### config.mk
export PLATFORM = sky130hd
export DESIGN_NAME = exec_div
export DESIGN_NICKNAME = d
export VERILOG_FILES = /design/src/rtl/exec_div.sv
export SDC_FILE = /design/constraint.sdc
export NUM_CORES = 1
export LEC_CHECK = 0
export ABC_CLOCK_PERIOD_IN_PS = 9300
export BUFFER_PORTS_ARGS = -buffer_cell sky130_fd_sc_hd__buf_2
export CAP_MARGIN = 20
export CORE_MARGIN = 2
export CORE_UTILIZATION = 45
export CTS_BUF_LIST = sky130_fd_sc_hd__clkbuf_16
export DETAILED_ROUTE_END_ITERATION = 8
export SYNTH_ARGS = -nofsm -noshare
export SYNTH_HDL_FRONTEND = slang
export SYNTH_SLANG_ARGS = --single-unit
### constraint.sdc
create_clock -name clk -period 9.3 [get_ports clk]
set_input_delay 1.86 -clock clk [delete_from_list [all_inputs] [get_ports clk]]
set_output_delay 1.86 -clock clk [all_outputs]
set_load 0.02 [all_outputs]
### src/rtl/exec_div.sv
// exec_div: iterative signed/unsigned integer divide and remainder unit.
// It uses one restoring step per cycle and an IDLE -> CALC -> FIX sequence.
// The unit reports completion with a one-cycle done pulse and wselector=3'b010.
// Optional feature macro: DIV_EARLY_OUT_EN. When it is defined, a leading-zero
// pre-shift of the dividend reduces the number of iterations.

module exec_div #(
  parameter int W    = 32,
  parameter int RD_W = 5
) (
  input  logic            clk,
  input  logic            rstn,
  input  logic            enable,
  input  logic [1:0]      op,
  input  logic [W-1:0]    rs,
  input  logic [W-1:0]    rt,
  input  logic [RD_W-1:0] rd_in,
  input  logic            flush,
  output logic            busy,
  output logic            done,
  output logic [W-1:0]    data,
  output logic [RD_W-1:0] rd_out,
  output logic [2:0]      wselector
);

  localparam int            CW       = $clog2(W + 1);
  localparam logic [W-1:0]  MIN_VAL  = {1'b1, {(W-1){1'b0}}};
  localparam logic [2:0]    WSEL_GPR = 3'b010;
  localparam logic [2:0]    WSEL_NONE = 3'b000;

  typedef enum logic [1:0] {
    S_IDLE = 2'b00,
    S_CALC = 2'b01,
    S_FIX  = 2'b10
  } state_t;

  state_t            state_q, state_d;
  logic [CW-1:0]     cnt_q, cnt_d;
  // Dividend shift register; it collects quotient bits from the LSB end.
  logic [W-1:0]      dvd_q, dvd_d;
  logic [W-1:0]      dvs_q, dvs_d;
  logic [W-1:0]      rem_q, rem_d;
  logic              sel_rem_q, sel_rem_d;
  logic              q_neg_q, q_neg_d;
  logic              r_neg_q, r_neg_d;
  logic [RD_W-1:0]   rd_lat_q, rd_lat_d;
  logic              busy_q, busy_d;
  logic              done_q, done_d;
  logic [W-1:0]      data_q, data_d;
  logic [RD_W-1:0]   rd_out_q, rd_out_d;
  logic [2:0]        wsel_q, wsel_d;

  logic [W-1:0]      rs_mag_s;
  logic [W-1:0]      rt_mag_s;
  logic [W:0]        rem_sh_s;
  logic [W:0]        trial_s;
  logic [W-1:0]      quo_fix_s;
  logic [W-1:0]      rem_fix_s;
  logic              div_zero_s;
  logic              ovf_s;
  logic              start_s;

`ifdef DIV_EARLY_OUT_EN
  logic [CW-1:0]     lz_s;

  // This function counts the leading zero bits of v. The result is W when v is zero.
  function automatic logic [CW-1:0] lzc(input logic [W-1:0] v);
    logic [CW-1:0] n;
    logic          found;
    n     = '0;
    found = 1'b0;
    for (int i = W - 1; i >= 0; i--) begin
      if (!found) begin
        if (v[i]) begin
          found = 1'b1;
        end else begin
          n = n + CW'(1);
        end
      end else begin
        n = n;
      end
    end
    return n;
  endfunction
`endif

  // This block computes the operand magnitudes, the restoring trial step and the sign fix-up values.
  always_comb begin
    rs_mag_s   = (op[0] && rs[W-1]) ? (-rs) : rs;
    rt_mag_s   = (op[0] && rt[W-1]) ? (-rt) : rt;
    div_zero_s = (rt == '0);
    ovf_s      = op[0] && (rs == MIN_VAL) && (rt == '1);
    start_s    = enable && !flush;
    rem_sh_s   = {rem_q, dvd_q[W-1]};
    trial_s    = rem_sh_s - {1'b0, dvs_q};
    quo_fix_s  = q_neg_q ? (-dvd_q) : dvd_q;
    rem_fix_s  = r_neg_q ? (-rem_q) : rem_q;
`ifdef DIV_EARLY_OUT_EN
    lz_s       = lzc(rs_mag_s);
`endif
  end

  // This block computes the next state and the next values of the datapath and output registers.
  always_comb begin
    state_d   = state_q;
    cnt_d     = cnt_q;
    dvd_d     = dvd_q;
    dvs_d     = dvs_q;
    rem_d     = rem_q;
    sel_rem_d = sel_rem_q;
    q_neg_d   = q_neg_q;
    r_neg_d   = r_neg_q;
    rd_lat_d  = rd_lat_q;
    busy_d    = busy_q;
    done_d    = 1'b0;
    data_d    = data_q;
    rd_out_d  = rd_out_q;
    wsel_d    = WSEL_NONE;

    case (state_q)
      S_IDLE: begin
        // The busy output stays high through the done cycle and drops here unless a new operation starts.
        busy_d = 1'b0;
        if (start_s) begin
          busy_d    = 1'b1;
          sel_rem_d = op[1];
          rd_lat_d  = rd_in;
          dvs_d     = rt_mag_s;
          cnt_d     = CW'(W);
          if (div_zero_s) begin
            dvd_d   = '1;
            rem_d   = rs;
            q_neg_d = 1'b0;
            r_neg_d = 1'b0;
            state_d = S_FIX;
          end else if (ovf_s) begin
            dvd_d   = MIN_VAL;
            rem_d   = '0;
            q_neg_d = 1'b0;
            r_neg_d = 1'b0;
            state_d = S_FIX;
`ifdef DIV_EARLY_OUT_EN
          end else if (rs_mag_s == '0) begin
            dvd_d   = '0;
            rem_d   = '0;
            q_neg_d = 1'b0;
            r_neg_d = 1'b0;
            state_d = S_FIX;
          end else begin
            dvd_d   = rs_mag_s << lz_s;
            rem_d   = '0;
            cnt_d   = CW'(W) - lz_s;
            q_neg_d = op[0] & (rs[W-1] ^ rt[W-1]);
            r_neg_d = op[0] & rs[W-1];
            state_d = S_CALC;
          end
`else
          end else begin
            dvd_d   = rs_mag_s;
            rem_d   = '0;
            q_neg_d = op[0] & (rs[W-1] ^ rt[W-1]);
            r_neg_d = op[0] & rs[W-1];
            state_d = S_CALC;
          end
`endif
        end else begin
          state_d = S_IDLE;
        end
      end

      S_CALC: begin
        if (flush) begin
          busy_d  = 1'b0;
          state_d = S_IDLE;
        end else begin
          // Each cycle shifts in the next dividend bit and keeps the trial subtraction when it is non-negative.
          if (!trial_s[W]) begin
            rem_d = trial_s[W-1:0];
            dvd_d = {dvd_q[W-2:0], 1'b1};
          end else begin
            rem_d = rem_sh_s[W-1:0];
            dvd_d = {dvd_q[W-2:0], 1'b0};
          end
          cnt_d = cnt_q - CW'(1);
          if (cnt_q == CW'(1)) begin
            state_d = S_FIX;
          end else begin
            state_d = S_CALC;
          end
        end
      end

      S_FIX: begin
        if (flush) begin
          busy_d  = 1'b0;
          state_d = S_IDLE;
        end else begin
          data_d   = sel_rem_q ? rem_fix_s : quo_fix_s;
          rd_out_d = rd_lat_q;
          done_d   = 1'b1;
          wsel_d   = WSEL_GPR;
          busy_d   = 1'b1;
          state_d  = S_IDLE;
        end
      end

      default: begin
        busy_d  = 1'b0;
        state_d = S_IDLE;
      end
    endcase
  end

  // This block holds the state and the registered outputs, with a synchronous active-low reset.
  always_ff @(posedge clk) begin
    if (!rstn) begin
      state_q   <= S_IDLE;
      cnt_q     <= '0;
      dvd_q     <= '0;
      dvs_q     <= '0;
      rem_q     <= '0;
      sel_rem_q <= 1'b0;
      q_neg_q   <= 1'b0;
      r_neg_q   <= 1'b0;
      rd_lat_q  <= '0;
      busy_q    <= 1'b0;
      done_q    <= 1'b0;
      data_q    <= '0;
      rd_out_q  <= '0;
      wsel_q    <= WSEL_NONE;
    end else begin
      state_q   <= state_d;
      cnt_q     <= cnt_d;
      dvd_q     <= dvd_d;
      dvs_q     <= dvs_d;
      rem_q     <= rem_d;
      sel_rem_q <= sel_rem_d;
      q_neg_q   <= q_neg_d;
      r_neg_q   <= r_neg_d;
      rd_lat_q  <= rd_lat_d;
      busy_q    <= busy_d;
      done_q    <= done_d;
      data_q    <= data_d;
      rd_out_q  <= rd_out_d;
      wsel_q    <= wsel_d;
    end
  end

  assign busy      = busy_q;
  assign done      = done_q;
  assign data      = data_q;
  assign rd_out    = rd_out_q;
  assign wselector = wsel_q;

endmodule
==> flow_metrics.py, run 1 <==
metrics = {
    "outcome": {
        "status": "complete, no violations",
    },
    "power": {
        "irDropWorstVdd_mv": 0.125,
        "clkPwrFrac": 0.329,
        "p_int_w": 0.00131,
        "power_frac_comb": 0.318,
        "p_switching_w": 0.000784,
        "p_per_area_nw_per_um2": 166,
        "p_sw_frac": 0.374,
        "p_leak_nw": 5.06,
        "p_seq_frac": 0.353,
        "finalPower_w": 0.00210,
    },
    "synth": {
        "postSynthCellCount": 1503,
        "syn_area_um2": 11200,
        "ys_ff_latch": 151,
        "ys_async_sr_fraction": 0,
        "syn_area_per_cell_um2": 7.48,
        "synth-seq-area-share": 0.269,
        "synth-edff-count": 0,
        "synth_flop_cell": "dfxtp_1",
        "synth_cell_types": 70,
        "ys_warn_count": 0,
    },
    "setup_path": {
        "cp.arrival_ns": 5.26,
        "critPathKind": "in2reg",
        "path_max_fanout": 11,
        "worstPathRequired_ns": 9.63,
        "cp-start-kind": "input port",
        "end_kind": "flip-flop",
    },
    "clocking": {
        "cts_max_level": 4,
        "clockBufferDepth": 2,
        "cts_tree": "built",
        "numCtsBuffers": 17,
        "ctsResizeCount": 0,
        "cts_sinks": 151,
        "postCtsSetupBuffers": 0,
        "cts_root_buffer": "clkbuf_16",
        "clk_latency_ns": 0.43,
        "clkTransAtPathRegs_ns": 0.07,
        "postCtsHoldBufs": 0,
    },
    "place": {
        "pre_cts_slack_ns": 3.99,
        "port_buffers": 114,
        "place_congestion": 0.918,
        "dpl.hpwl_mm": 26.7,
        "dpl-instance-area_um2": 12000,
        "place_inst": 1854,
    },
    "final_layout": {
        "nFillCells": 2420,
        "syn2layout_area_growth_pct": 12.0,
        "final_area_um2": 12600,
        "layout_commonest_cell": "nand2_1",
        "layout_common_cells": "nand2_1 (193), dfxtp_1 (150), o21ai_0 (128), a21oi_1 (128), buf_2 (113)",
        "drive_gt1_frac": 0.121,
        "nets": 1667,
        "instances_no_fill": 1889,
        "n_antenna_cell": 0,
    },
    "routing": {
        "drt-initial-drc-count": 1002,
        "wire_per_inst_um": 19.5,
        "vias": 11545,
        "drc": 0,
        "postRouteAntennaNets": 0,
        "drt-total-wl_mm": 36.8,
        "drt-pass1-iter-count": 7,
        "viasPerCell": 6.11,
    },
    "global_route": {
        "met1_usage": 0.380,
        "grt_busiest_layer": "met2",
        "met2_usage": 0.462,
        "antenna_found_initial": 0,
        "grt_pass1_wl_mm": 58.3,
        "grt_overflow_total": 0,
        "grt_max_degree": 101,
        "first_global_vias": 10572,
        "grt_use_total": 0.280,
        "globalRouteMet3Util": 0.0350,
    },
    "floorplan": {
        "dieHeight_um": 162,
        "die_w_um": 162,
        "dieArea_um2": 26300,
        "coreArea_um2": 24500,
        "std_cell_rows": 57,
        "initial_core_util": 0.460,
        "io_pins": 117,
    },
    "timing": {
        "final-hold-violation-count": 0,
        "setup_tns_ns": 0,
        "worst_pin_slew_ns": 1.05,
        "fmax_mhz": 203,
        "period_needed_ns": 4.93,
        "setup_viol": 0,
        "relSlewSlack": 0.290,
        "fin_crit_sh": 0.530,
        "fin_skew_ns": 0.00948,
        "drv_slew": 0,
        "worst_slack_ns": 4.37,
        "rsz0062_at_grt": "false",
    },
    "flow_run": {
        "max-cap-violations": 0,
    },
    "worst_hold_path": {
        "hp-class": "reg2reg",
    },
}
## through the flow
step           hold slack [ns]   util
2_1_floorplan            0.441      -
3_3_place_gp             0.435  0.489
3_5_place_dp             0.446  0.489
4_1_cts                  0.457  0.513
5_1_grt                  0.481  0.515
6_report                 0.451  0.515
## power by group through the flow
stage	logic [W]	registers (W)	clock network, W
floorplan	0.000483	0.000732	0
global placement	0.000649	0.000752	0
detailed placement	0.000652	0.000753	0
CTS	0.000656	0.000738	0.000698
global route	0.000743	0.000744	0.000724
finish	0.000668	0.000739	0.000690
## worst max-delay path, stage by stage
cell      delay, ns
buf_2          0.12
or4_4          0.56
or4_4          0.45
or4_4          0.53
nor4_4         0.39
and3_1         0.49
nor2_1         0.31
a221oi_2       0.30
nand2_1        0.08
o211a_1        0.15
## sequential cells by signal, indices dropped and copies added (netlist names)
| register | flops |
|---|---|
| rem_q | 32 |
| wselector | 1 |
| rd_lat_q | 5 |
| busy | 1 |
| rd_out | 5 |
| state_q | 2 |
| r_neg_q | 1 |
| dvs_q | 32 |
| cnt_q | 6 |
| sel_rem_q | 1 |
| q_neg_q | 1 |
| data | 32 |
| dvd_q | 32 |
## layout make-up
cell class              count  area (µm²)  share of cell area
multi-input cells        1197        7660               0.608
clock inverters            15         143              0.0113
inverters                  53         199              0.0158
clock buffers              17         425              0.0338
repair buffers            132         746              0.0592
flip-flops and latches    151        3020               0.240
well taps                 324         405              0.0322
## Yosys cell counts, types with 8 or more instances
cell type,n,area [µm²]
xnor2_1,72,631
o21ai_1,10,50.1
nand3_1,35,175
a21boi_0,43,323
a31oi_1,25,156
nand2_1,193,724
o41ai_1,12,105
nand4_1,11,68.8
nor2b_1,8,50.1
a211oi_1,16,120
a311oi_1,8,70.1
nor3_1,24,120
a21o_1,17,128
nor2_1,73,274
o21ai_0,128,641
inv_1,53,199
a21oi_1,128,641
and2_1,18,113
or4_1,21,158
and3_1,11,68.8
dfxtp_1,151,3020
o31ai_1,32,240
nand2b_1,15,93.8
ha_1,39,488
or3_1,32,200
xor2_1,68,596
o211ai_1,30,225
o221ai_1,11,96.3
clkbuf_1,91,342
nor4_1,12,75.1
o211a_1,29,290
## per-layer routing
metal,part of all wire,up-vias
met5,0,-
met4,0.024,0
met3,0.057,58
met2,0.47,429
met1,0.45,5496
li1,-,5562
## cells by family after synthesis
kind of cell,synth area share
AOI/OAI and AO/OA,0.311
xor gates and xnor gates,0.109
adders and majority gates,0.0452
buffers and inverters,0.0537
DFF,0.269
muxes,0.00556
other,0.000333
and+or+nand+nor,0.207
## path summary, 6_finish.rpt
path	from	endpoint	slack, ns	cells past startpoint
worst max-delay path	rs[10]	dvd_q[15]$_SDFFE_PN0P_	4.37	10
worst min-delay path	data[20]$_SDFFE_PN0P_	data[20]$_SDFFE_PN0P_	0.45	2
worst max register to register	dvd_q[31]$_SDFFE_PN0P_	rem_q[27]$_SDFFE_PN0P_	4.54	12
worst min register to register	data[20]$_SDFFE_PN0P_	data[20]$_SDFFE_PN0P_	0.45	2
Power figures use the tool's default switching activity.
==> run 2, diff against run 1 <==
--- a/config.mk
+++ b/config.mk
@@ -5,13 +5,15 @@
 export SDC_FILE = /design/constraint.sdc
 export NUM_CORES = 1
 export LEC_CHECK = 0
-export ABC_CLOCK_PERIOD_IN_PS = 9300
+export ABC_AREA = 1
+export ABC_CLOCK_PERIOD_IN_PS = 4340
 export BUFFER_PORTS_ARGS = -buffer_cell sky130_fd_sc_hd__buf_2
 export CAP_MARGIN = 20
 export CORE_MARGIN = 2
 export CORE_UTILIZATION = 45
 export CTS_BUF_LIST = sky130_fd_sc_hd__clkbuf_16
 export DETAILED_ROUTE_END_ITERATION = 8
+export PLACE_DENSITY = 0.66
 export SYNTH_ARGS = -nofsm -noshare
 export SYNTH_HDL_FRONTEND = slang
 export SYNTH_SLANG_ARGS = --single-unit
==> constraint.sdc (replaced) <==
create_clock -name clk -period 4.34 [get_ports clk]
set_input_delay 0.868 -clock clk [delete_from_list [all_inputs] [get_ports clk]]
set_output_delay 0.868 -clock clk [all_outputs]
set_load 0.02 [all_outputs]
==> run 2 against run 1 <==
Compared with the run above:
- non-clock buffer count is the same
- sequential share of layout area shrank 3.1 points
- worst setup slack got worse by 3.2 ns
- clock skew grew 0.0011 ns
- highest routed layer unchanged
- via count is 32% higher
- sequential cell count unchanged
- clock power grew 130%
- largest cell class unchanged
==> flow_metrics.py, run 2 <==
metrics = {
    "floorplan": {
        "dieHeight_um": 174,
        "io_pins": 117,
        "dieArea_um2": 30300,
        "initial_core_util": 0.455,
        "coreArea_um2": 28600,
        "die_w_um": 174,
        "std_cell_rows": 62,
    },
    "clocking": {
        "postCtsSetupBuffers": 0,
        "clockBufferDepth": 2,
        "clk_latency_ns": 0.45,
        "numCtsBuffers": 17,
        "ctsResizeCount": 0,
        "cts_sinks": 151,
        "clkTransAtPathRegs_ns": 0.07,
        "cts_max_level": 4,
        "cts_tree": "built",
        "postCtsHoldBufs": 0,
        "cts_root_buffer": "clkbuf_16",
    },
    "routing": {
        "drc": 0,
        "wire_per_inst_um": 18.2,
        "drt-total-wl_mm": 50.3,
        "postRouteAntennaNets": 0,
        "viasPerCell": 5.51,
        "drt-pass1-iter-count": 6,
        "drt-initial-drc-count": 1657,
        "vias": 15257,
    },
    "setup_path": {
        "cp.arrival_ns": 3.55,
        "critPathKind": "reg2reg",
        "reg2reg_slack_ns": 1.18,
        "crit_path_max_incr_delay_ns": 0.46,
        "worstPathRequired_ns": 4.73,
        "cp-start-kind": "flip-flop",
        "crit_buf_inv": 2,
        "setup.worst_path.end": "rem_q[27]$_SDFFE_PN0P_",
        "crit-reg2reg-launch": "dvd_q[31]$_SDFFE_PN0P_",
        "worst-path-stages": 18,
        "crit_chain": "inv_1 > ha_1 > fa_1 > inv_1 > nand2_1 > nand2_1 > nand3_1 > nand2_1 > nand2_1 > nand2_1 > nand2_1 > nand2_1 > nand2_1 > nand2_2 > nand2_1 > nand2_1 > nand2_1 > a21oi_2",
        "r2r_cells": 18,
        "cpMaxStageDelayCell": "nand2_2",
        "crit_family": "simple AND/OR/NAND/NOR gates",
        "r2r_end": "rem_q[27]$_SDFFE_PN0P_",
        "path_common_cell": "nand2_1",
        "end_kind": "flip-flop",
        "path_max_fanout": 33,
        "worstSetupStartpoint": "dvd_q[31]$_SDFFE_PN0P_",
    },
    "timing": {
        "rsz0062_at_grt": "false",
        "relSlewSlack": 0.266,
        "fmax_mhz": 316,
        "final-hold-violation-count": 0,
        "drv_slew": 0,
        "fin_skew_ns": 0.0106,
        "setup_viol": 0,
        "worst_pin_slew_ns": 1.10,
        "period_needed_ns": 3.16,
        "setup_tns_ns": 0,
        "worst_slack_ns": 1.18,
        "fin_crit_sh": 0.729,
    },
    "synth": {
        "synthTopCellsByArea": "dfxtp_1 (23%), nand2_1 (17%), inv_1 (11%), o21ai_0 (7.6%), nor2_1 (7.4%)",
        "postSynthCellCount": 2303,
        "netlist.area_leader.share": 0.232,
        "synth_flop_cell": "dfxtp_1",
        "synth-seq-area-share": 0.232,
        "synth_cell_types": 51,
        "syn_area_um2": 13000,
        "ys_async_sr_fraction": 0,
        "ys_ff_latch": 151,
        "yosys.area.top_type": "dfxtp_1",
        "syn_area_per_cell_um2": 5.66,
        "yosysMostFrequentCell": "nand2_1",
        "synth_common_cells": "nand2_1 (574), inv_1 (372), nor2_1 (258)",
        "synth-edff-count": 0,
        "ys_warn_count": 0,
    },
    "power": {
        "finalPower_w": 0.00501,
        "irDropWorstVdd_mv": 0.285,
        "p_leak_nw": 7.46,
        "p_per_area_nw_per_um2": 346,
    },
    "worst_hold_path": {
        "hp-class": "reg2reg",
        "hp-start": "busy$_SDFFE_PN0P_",
    },
    "place": {
        "dpl.hpwl_mm": 39.1,
        "port_buffers": 114,
        "place_congestion": 0.981,
        "pre_cts_slack_ns": 1.23,
    },
    "flow_run": {
        "max-cap-violations": 0,
    },
    "final_layout": {
        "nets": 2486,
        "drive_gt1_frac": 0.0864,
        "n_antenna_cell": 0,
        "syn2layout_area_growth_pct": 11.0,
        "layout_commonest_cell": "nand2_1",
        "final_core_util": 0.505,
        "nFillCells": 3088,
        "seq_area_um2": 3020,
        "layout_common_cells": "nand2_1 (574), inv_1 (372), nor2_1 (258), o21ai_0 (197), nand3_1 (190)",
        "multi_input_area_um2": 8200,
    },
    "outcome": {
        "status": "complete, no violations",
    },
    "global_route": {
        "grt_use_total": 0.331,
        "antenna_found_initial": 0,
        "grt_pass1_wl_mm": 78.3,
        "first_global_vias": 13975,
        "grt_overflow_total": 0,
        "grt_max_degree": 67,
    },
}
run 2: cell count changes after synthesis, moves of 31 or more:
cell and change:
nand2_1 +381, inv_1 +319, nor2_1 +185, nand3_1 +155, o21ai_0 +69, xnor2_1 -67
a21oi_1 +56, a21boi_0 -43, or3_1 -31
run 2: metal layers:
layer	global-route usage	vias up	routed length (µm)
li1	-	7540	-
met1	0.460	6954	22600
met2	0.520	662	22100
met3	0.0468	101	3810
met4	0.124	0	1730
met5	0	-	0
run 2: worst min-delay path by stage:
stage | endpoint | slack, ns | depth (start not counted)
after floorplan | rd_lat_q[0]$_SDFFE_PN0P_ | 0.46 | 2
after global placement | busy$_SDFFE_PN0P_ | 0.47 | 2
after detailed placement | rd_out[4]$_SDFFE_PN0P_ | 0.47 | 2
after CTS | busy$_SDFFE_PN0P_ | 0.49 | 2
after global routing | rd_out[4]$_SDFFE_PN0P_ | 0.51 | 2
final | busy$_SDFFE_PN0P_ | 0.48 | 2
run 2: through the flow:
| stage | hold WS, ns | instance area [µm²] | std cells |
|---|---|---|---|
| 2_1_floorplan | 0.456 | 13000 | 2304 |
| 3_3_place_gp | 0.465 | 13800 | 2735 |
| 3_5_place_dp | 0.470 | 13800 | 2735 |
| 4_1_cts | 0.488 | 14400 | 2767 |
| 5_1_grt | 0.510 | 14500 | 2768 |
| 6_report | 0.484 | 14500 | 2768 |
run 2: kinds of logic (layout without fill, tap and decap cells):
group / after synthesis / in the layout / synth area share
AO/OA/AOI/OAI: 446 / 446 / 0.183
other: 1 / 2 / 0.000288
AND/OR/NAND/NOR: 1150 / 1150 / 0.373
XOR/XNOR: 48 / 48 / 0.0323
flip-flops: 151 / 151 / 0.232
buffers and inverters: 467 / 547 / 0.140
adder cells (fa/ha/maj): 40 / 40 / 0.0390
run 2: tightest hold or removal path, delay by kind of cell (launching register included):
family / cells / cell delay, ns
AO/OA/AOI/OAI: 1 / 0.06
flip-flops: 1 / 0.31
AND/OR/NAND/NOR: 1 / 0.06
run 2: power breakdown:
| group | switching [W] | total, W | internal, W |
|---|---|---|---|
| clock | 0.000675 | 0.00158 | 0.000906 |
| combinational | 0.00129 | 0.00185 | 0.000560 |
| sequential | 0.000102 | 0.00157 | 0.00147 |
| total | 0.00207 | 0.00501 | 0.00294 |
run 2: final cells by class:
class                      count  area share
multi-input combinational   1686       0.567
timing repair buffer         132      0.0502
clock inverter                15      0.0123
tap                          384      0.0332
sequential                   151       0.209
inverter                     383      0.0994
clock buffer                  17      0.0294
